`src/rtl/nice_traffic_pkg.sv`:
```
`default_nettype none
// +----------------------------------------------------------------------+
// | Module  : nice_traffic_pkg                                           |
// | Desc    : Shared types and sizing helpers for the traffic assembler. |
// | Revision: 1.0                                                        |
// +----------------------------------------------------------------------+
package nice_traffic_pkg;

  localparam int DEF_BEAT_W = 8;
  localparam int DEF_BEATS  = 4;
  localparam int IDX_W      = $clog2(DEF_BEATS);

  typedef logic [DEF_BEAT_W-1:0]           beat_t;
  typedef logic [DEF_BEAT_W*DEF_BEATS-1:0] word_t;
  typedef logic [DEF_BEATS-1:0]            keep_t;

  // Lane-index width for an arbitrary beat count; never narrower than one bit.
  function automatic int idx_width(input int beats);
    return (beats > 1) ? $clog2(beats) : 1;
  endfunction

endpackage
`default_nettype wire

```
`src/rtl/nice_traffic_out_slot.sv`:
```
`default_nettype none
// +----------------------------------------------------------------------+
// | Module  : nice_traffic_out_slot                                      |
// | Desc    : One-entry valid/ready holding register for assembled words.|
// | Revision: 1.0                                                        |
// +----------------------------------------------------------------------+
module nice_traffic_out_slot #(
  parameter int DATA_W = 32,
  parameter int KEEP_W = 4
) (
  input  logic              clk,
  input  logic              rst_n,
  input  logic              load,
  input  logic [DATA_W-1:0] load_data,
  input  logic [KEEP_W-1:0] load_keep,
  input  logic              load_last,
  input  logic              up_ready,
  output logic              up_valid,
  output logic [DATA_W-1:0] up_data,
  output logic [KEEP_W-1:0] up_keep,
  output logic              up_last,
  output logic              free,
  output logic              drain
);

  logic              r_valid;
  logic [DATA_W-1:0] r_data;
  logic [KEEP_W-1:0] r_keep;
  logic              r_last;

  assign drain = r_valid & up_ready;
  // Empty or emptying this cycle; combinational from up_ready on purpose.
  assign free  = ~r_valid | up_ready;

  always_ff @(posedge clk or negedge rst_n) begin
    if (!rst_n) begin
      r_valid <= 1'b0;
      r_data  <= '0;
      r_keep  <= '0;
      r_last  <= 1'b0;
    end else if (load) begin
      r_valid <= 1'b1;
      r_data  <= load_data;
      r_keep  <= load_keep;
      r_last  <= load_last;
    end else if (drain) begin
      r_valid <= 1'b0;
    end
  end

  assign up_valid = r_valid;
  assign up_data  = r_data;
  assign up_keep  = r_keep;
  assign up_last  = r_last;

endmodule
`default_nettype wire

```
`src/rtl/nice_traffic_assembler.sv`:
```
`default_nettype none
// +----------------------------------------------------------------------+
// | Module  : nice_traffic_assembler                                     |
// | Desc    : Packs narrow downstream beats into wide framed upstream    |
// |           words with per-lane keep and packet-last.                  |
// | Revision: 1.0                                                        |
// +----------------------------------------------------------------------+
module nice_traffic_assembler
  import nice_traffic_pkg::*;
#(
  parameter int BEAT_W = 8,
  parameter int BEATS  = 4,
  parameter int CNT_W  = 16
) (
  input  logic                    clk,
  input  logic                    rst_n,
  input  logic                    dn_valid,
  output logic                    dn_ready,
  input  logic [BEAT_W-1:0]       dn_data,
  input  logic                    dn_last,
  output logic                    up_valid,
  input  logic                    up_ready,
  output logic [BEAT_W*BEATS-1:0] up_data,
  output logic [BEATS-1:0]        up_keep,
  output logic                    up_last,
  output logic [CNT_W-1:0]        words_out
);

  localparam int c_IDX_W  = idx_width(BEATS);
  localparam int c_WORD_W = BEAT_W * BEATS;

  logic [c_WORD_W-1:0] r_acc;
  logic [BEATS-1:0]    r_kacc;
  logic [c_IDX_W-1:0]  r_idx;
  logic [CNT_W-1:0]    r_words;

  logic                w_free;
  logic                w_drain;
  logic                w_accept;
  logic                w_at_end;
  logic                w_complete;
  logic [BEATS-1:0]    w_lane_sel;
  logic [c_WORD_W-1:0] w_word;
  logic [BEATS-1:0]    w_keep;

  assign w_accept   = dn_valid & w_free;
  assign w_at_end   = (r_idx == c_IDX_W'(BEATS - 1));
  assign w_complete = w_accept & (w_at_end | dn_last);

  // The word as it looks with the current beat merged into lane idx.
  for (genvar l = 0; l < BEATS; l++) begin : g_lane
    assign w_lane_sel[l]                = (r_idx == c_IDX_W'(l));
    assign w_word[l*BEAT_W +: BEAT_W]   = w_lane_sel[l] ? dn_data : r_acc[l*BEAT_W +: BEAT_W];
  end

  assign w_keep = r_kacc | w_lane_sel;

  always_ff @(posedge clk or negedge rst_n) begin
    if (!rst_n) begin
      r_acc  <= '0;
      r_kacc <= '0;
      r_idx  <= '0;
    end else if (w_complete) begin
      r_acc  <= '0;
      r_kacc <= '0;
      r_idx  <= '0;
    end else if (w_accept) begin
      r_acc  <= w_word;
      r_kacc <= w_keep;
      r_idx  <= r_idx + c_IDX_W'(1);
    end
  end

  always_ff @(posedge clk or negedge rst_n) begin
    if (!rst_n) begin
      r_words <= '0;
    end else if (w_drain) begin
      r_words <= r_words + CNT_W'(1);
    end
  end

  nice_traffic_out_slot #(
    .DATA_W (c_WORD_W),
    .KEEP_W (BEATS)
  ) u_slot (
    .clk       (clk),
    .rst_n     (rst_n),
    .load      (w_complete),
    .load_data (w_word),
    .load_keep (w_keep),
    .load_last (dn_last),
    .up_ready  (up_ready),
    .up_valid  (up_valid),
    .up_data   (up_data),
    .up_keep   (up_keep),
    .up_last   (up_last),
    .free      (w_free),
    .drain     (w_drain)
  );

  assign dn_ready  = w_free;
  assign words_out = r_words;

endmodule
`default_nettype wire

```
`config.mk`:
```
export PLATFORM = sky130hd
export DESIGN_NAME = nice_traffic_assembler
export DESIGN_NICKNAME = d
export VERILOG_FILES = /design/src/rtl/nice_traffic_pkg.sv /design/src/rtl/nice_traffic_out_slot.sv /design/src/rtl/nice_traffic_assembler.sv
export SDC_FILE = /design/constraint.sdc
export NUM_CORES = 1
export LEC_CHECK = 0
export BUFFER_PORTS_ARGS = -buffer_cell sky130_fd_sc_hd__buf_2
export CORE_ASPECT_RATIO = 1.2
export CORE_UTILIZATION = 55
export CTS_CLUSTER_SIZE = 12
export DETAILED_ROUTE_END_ITERATION = 8
export PLACE_DENSITY = 0.79
export SYNTH_ARGS = -nofsm -noshare
export SYNTH_HDL_FRONTEND = slang
export SYNTH_SLANG_ARGS = --single-unit
```
`constraint.sdc`:
```
create_clock -name clk -period 1.95 [get_ports clk]
set_input_delay 0 -clock clk [delete_from_list [all_inputs] [get_ports clk]]
set_output_delay 0 -clock clk [all_outputs]
set_load 0.03 [all_outputs]
```
==> impl_metrics.toml, run 1 <==
[clock_network]
cts_max_level = 3
clock_sink_count = 92
path_clk_slew_ps = 90
cts_inserted_buffers = 9
cts_setup_buffers = 0
clockRootBuffer = "clkbuf_8"
clockBufferDepth = 2
cts_tree = "built"
worstSkewPairLatency_ps = 350

[worst_setup_path]
end_kind = "flop"
reg2reg_depth = 5
regToRegSetupSlack_ps = 190
slowest_delay_ps = 430
crit_family = "simple AND/OR/NAND/NOR gates"
r2r_end = "r_acc[7]"
crit_start = "r_idx[0]"
cp_num_buf_inv = 1
cp_max_fo = 11
worst_ep_required_time_ps = 2240
slowest_stage = "dfrtp_1"
r2r_start = "r_idx[0]"
crit_type = "flop to flop"
start_kind = "flop"
crit_chain = "ha_1 -> buf_4 -> nor2_1 -> and3_4 -> a22o_1"
worstPathArrival_ps = 2050

[die]
core.rowCount = 33
die-area_mm2 = 0.00736
start_util = 0.566
die_h_um = 93.8
chipWidth_um = 78.5
io_pins = 68
coreArea_mm2 = 0.00681

[power]
powerDensity_mw_per_mm2 = 1220
irDropWorstVdd_uv = 635
power.leakage_nw = 2.33
power.total_mw = 5.61

[global_route]
grt_pass1_vias = 2503
grt_max_degree = 48
antenna_found_initial = 0
grt_use_total = 0.226
grt_pass1_wl_um = 12500
grt-ovfl-total = 0

[routing]
vias = 2658
firstDrtPassIters = 4
drcViolationCount = 0
via_per_inst = 5.37
drt-total-wl_um = 7560
drt_first_iter_violations = 198
final_antenna_net_count = 0
avgRoutedWirePerCell_um = 15.3

[sta]
maxSlewViolCount = 0
rsz0062_at_grt = "no"
max_freq_mhz = 568
fin_skew_ps = 9.00
fin_crit_ps = 1760
min_period_over_period = 0.902
worst_pin_slew_ps = 547
hold_violations = 0
setup_viol = 0
tns_ps = 0
slew_headroom = 0.633

[synthesis]
synth_area_mm2 = 0.00386
ys_ff_latch = 92
synth_top_family_by_area = "simple AND/OR/NAND/NOR gates"
post_synth_inst_count = 328
synth-xor-area-share = 0.0340
synthMuxAreaShare = 0.0859
synthesis.nets = 346
avgSynthCellArea_um2 = 11.8
synth_adder_area_share = 0.0162
yosysWarnings = 0
yosysSeqAreaShare = 0.597
synth_compound_area_frac = 0.116
yosysUniqueCellTypes = 32
synth-simple-area-share = 0.123

[run_status]
outcome = "finished, final reports clean"

[finish]
final_cell_mix = "dfrtp_1, buf_2, nand2_1"
area_growth_pct = 19.3
fillers = 530
layout.nets = 421
antenna_cells = 0
layout_commonest_cell = "dfrtp_1"
drive_gt1_frac = 0.255

[placed_design]
hpwl_um = 5460
port-buffer-count = 67
place_congestion = 0.798

[run]
maxCapViolations = 0

[min_path]
hold_path_end = "r_acc[12]"
whs_path_depth = 2
min-delay-start = "dn_data[4]"
hold_class = "input pin to flop"
## timing repair
action	4_1_cts	5_1_grt
resized for setup	0	0
hold buffers	3	0
hold endpoints to repair	46	0
## kinds of logic (layout without fill, tap and decap cells)
kind of cell             Yosys count  count (layout)
XOR/XNOR                          15              15
AND/OR/NAND/NOR                   93              93
flip-flops                        92              92
buffers and inverters             20             100
multiplexers                      33              33
adder cells (fa/ha/maj)            5               5
AO/OA/AOI/OAI                     70              70
## layout make-up
type                       instances  area, um2  area share
clock buffer                       9        124      0.0269
clock inverter                     7        123      0.0266
inverter                           3       11.3     0.00245
multi-input combinational        216       1450       0.314
sequential                        92       2300       0.500
tap                               87        109      0.0236
timing repair buffer              81        488       0.106
## worst max path at each step
stage | cells past startpoint | end | slack, ps
5_1_grt | 5 | r_acc[6] | 70
3_5_place_dp | 5 | r_acc[6] | 220
4_1_cts | 5 | r_acc[6] | 210
2_1_floorplan | 6 | r_acc[0] | 300
6_report | 5 | r_acc[7] | 190
3_3_place_gp | 5 | r_acc[3] | 310
## metrics by stage
stage,setup slack [ps],util,cell area (um2),cells,hold WS (ps)
finish,190,0.676,4600,495,16.6
floorplan,305,-,3860,328,-296
global placement,312,0.635,4330,476,-15.6
global route,68.1,0.676,4600,495,12.0
detailed placement,219,0.635,4330,476,-7.13
CTS,209,0.676,4600,495,3.33
## where the power goes
group	total, mW	switching [mW]	internal [mW]
Combinational	1.60	1.03	0.562
Clock	1.54	0.675	0.860
Sequential	2.48	0.227	2.25
Total	5.61	1.94	3.67
## worst reg2reg max path, stage by stage, from the launching register on
cell and delay [ps]:
dfrtp_1 430, ha_1 220, buf_4 200, nor2_1 370, and3_4 310, a22o_1 170
## flip-flops by register name, summed over array words and instances (netlist names)
name,cells
u_slot.up_valid,1
r_idx,2
u_slot.up_last,1
u_slot.up_data,32
words_out,16
r_acc,32
u_slot.up_keep,4
r_kacc,4
## per-layer routing
metal / global-route usage / up-vias / wire [um]
li1: - / 1293 / -
met4: 0.0972 / 0 / 133
met5: 0 / - / 0
met2: 0.340 / 64 / 3650
met1: 0.315 / 1288 / 3390
met3: 0.0524 / 13 / 386
## synthesized netlist by cell type
cell      number  share of area
nand2_1       49          0.048
nor3_2         1         0.0026
buf_6          4          0.012
mux2i_1       32          0.083
mux2_2         1         0.0029
o21ai_0       36          0.047
buf_2          3         0.0039
nor2_1        13          0.013
and2_1         8          0.013
xnor2_1        8          0.018
ha_1           5          0.016
and3_4         3         0.0088
and3_1         3         0.0049
xor2_1         7          0.016
clkbuf_1       7         0.0068
dfrtp_1       92           0.60
nand3_2        1         0.0026
a22o_1        25          0.057
nand2b_4       1         0.0036
inv_1          3         0.0029
a31oi_1        1         0.0016
nand4_4        1         0.0055
and4_1         2         0.0045
and4_2         1         0.0026
o21ai_1        4         0.0052
or2_1          1         0.0016
nor3_1         2         0.0026
buf_1          3         0.0029
and2_4         1         0.0023
a21oi_1        3         0.0039
o22a_1         1         0.0023
nand3_1        6         0.0078
(Power assumes the default switching activity.)
==> inputs of run 2 (changes only) <==
- CORE_MARGIN: unset -> 2
- CTS_BUF_LIST: unset -> sky130_fd_sc_hd__clkbuf_8
- PLACE_DENSITY: 0.79 -> 0.82
==> run 2 against run 1 <==
Maximum frequency fell by 0.72%. Die area up 4.7%. Global-route usage up 0.36 points. Cell area unchanged. Final cell count increased by 1.2%. First-iteration DRC count decreased by 8.6%. Sequential cell count is the same. Combinational power about the same. Count of clock-buffer cells in the layout is 1 higher. Core utilization did not move. Largest power group unchanged.
==> impl_metrics.toml, run 2 (same netlist as run 1, synthesis figures left out) <==
[routing]
vias = 2699
drt-total-wl_um = 8010
final_antenna_net_count = 0
drt_first_iter_violations = 181
avgRoutedWirePerCell_um = 16.0
via_per_inst = 5.39
firstDrtPassIters = 4
drcViolationCount = 0

[clock_network]
cts_max_level = 3
cts_tree = "built"
clock_sink_count = 92
cts_setup_buffers = 0
clockRootBuffer = "clkbuf_8"
worstSkewPairLatency_ps = 360
clockBufferDepth = 2
path_clk_slew_ps = 90
post_cts_resized = 0
cts_inserted_buffers = 9

[finish]
layout_commonest_cell = "dfrtp_1"
drive_gt1_frac = 0.249
regArea_mm2 = 0.00230
fillers = 534
final_cell_mix = "dfrtp_1, buf_2, nand2_1"
layout.nets = 427
area_growth_pct = 19.3
multi_input_area_mm2 = 0.00145
antenna_cells = 0

[placed_design]
place_congestion = 0.825
port-buffer-count = 67
dp_slack_ps = 244
hpwl_um = 5680

[sta]
tns_ps = 0
worst_pin_slew_ps = 607
setup_viol = 0
hold_violations = 0
maxSlewViolCount = 0
fin_crit_ps = 1770
rsz0062_at_grt = "no"
max_freq_mhz = 564
worst_slack_ps = 178
slew_headroom = 0.595
fin_skew_ps = 12.6
min_period_over_period = 0.909

[die]
chipWidth_um = 80.5
die-area_mm2 = 0.00770
start_util = 0.566
io_pins = 68
core.rowCount = 33
die_h_um = 95.8
coreArea_mm2 = 0.00681

[worst_setup_path]
start_kind = "flop"
r2r_start = "r_idx[0]"
end_kind = "flop"
worstPathArrival_ps = 2060
regToRegSetupSlack_ps = 180
cp_max_fo = 8
reg2reg_depth = 4
crit_type = "flop to flop"
r2r_end = "r_acc[21]"
worst_ep_required_time_ps = 2240

[global_route]
grt_pass1_vias = 2633
grt_pass1_wl_um = 13200
antenna_found_initial = 0
grt_use_total = 0.229
grt-ovfl-total = 0
grt_max_degree = 51

[run]
maxCapViolations = 0

[min_path]
whs_path_depth = 2
min-delay-start = "dn_data[1]"
hold_path_end = "r_acc[17]"
hold_class = "input pin to flop"

[run_status]
outcome = "finished, final reports clean"

[power]
powerDensity_mw_per_mm2 = 1170
power.total_mw = 5.39
irDropWorstVdd_uv = 608
power.leakage_nw = 2.33
[run 2: per-stage QoR]
step | util | area (um2) | hold WS (ps) | std cells
final | 0.676 | 4600 | 23.1 | 501
after global routing | 0.676 | 4600 | 11.6 | 501
after CTS | 0.674 | 4590 | 7.62 | 500
after detailed placement | 0.630 | 4300 | 50.1 | 475
after global placement | 0.630 | 4300 | 43.7 | 475
after floorplan | - | 3860 | -296 | 328
[run 2: area by class of cell]
class | instances | area share
timing repair buffer | 87 | 0.114
multi-input combinational | 216 | 0.314
clock inverter | 6 | 0.0155
inverter | 3 | 0.00245
clock buffer | 10 | 0.0299
sequential | 92 | 0.500
tap | 87 | 0.0236
[run 2: where the power goes]
part | switching [mW] | total [mW] | internal [mW]
clock network | 0.680 | 1.32 | 0.638
registers | 0.235 | 2.49 | 2.25
logic | 1.04 | 1.59 | 0.550
[run 2: worst max-delay path: stages (launching register included)]
cell and delay (ps):
dfrtp_1 440, ha_1 260, or2_1 290, o21ai_1 490
a22o_1 230
[run 2: worst max-delay path by stage]
| stage | start | to | slack [ps] | depth (start not counted) |
|---|---|---|---|---|
| finish | r_idx[0] | r_acc[21] | 180 | 4 |
| global route | r_idx[0] | r_acc[21] | 70 | 4 |
| CTS | r_idx[0] | r_acc[21] | 190 | 4 |
| detailed placement | r_idx[0] | r_acc[21] | 240 | 4 |
| global placement | r_idx[0] | r_acc[19] | 320 | 4 |
| floorplan | u_slot.up_valid | r_acc[0] | 300 | 6 |
[run 2: metal layers]
metal,wire length [um],GRT usage
met4,142,0.0819
met2,4140,0.383
met1,3430,0.299
met3,294,0.0478
met5,0,0
[run 2: timing repair]
| item | 4_1_cts | 5_1_grt |
|---|---|---|
| setup endpoints to repair | 0 | 0 |
| endpoints found under the hold margin | 60 | 1 |
| hold buffers | 9 | 1 |
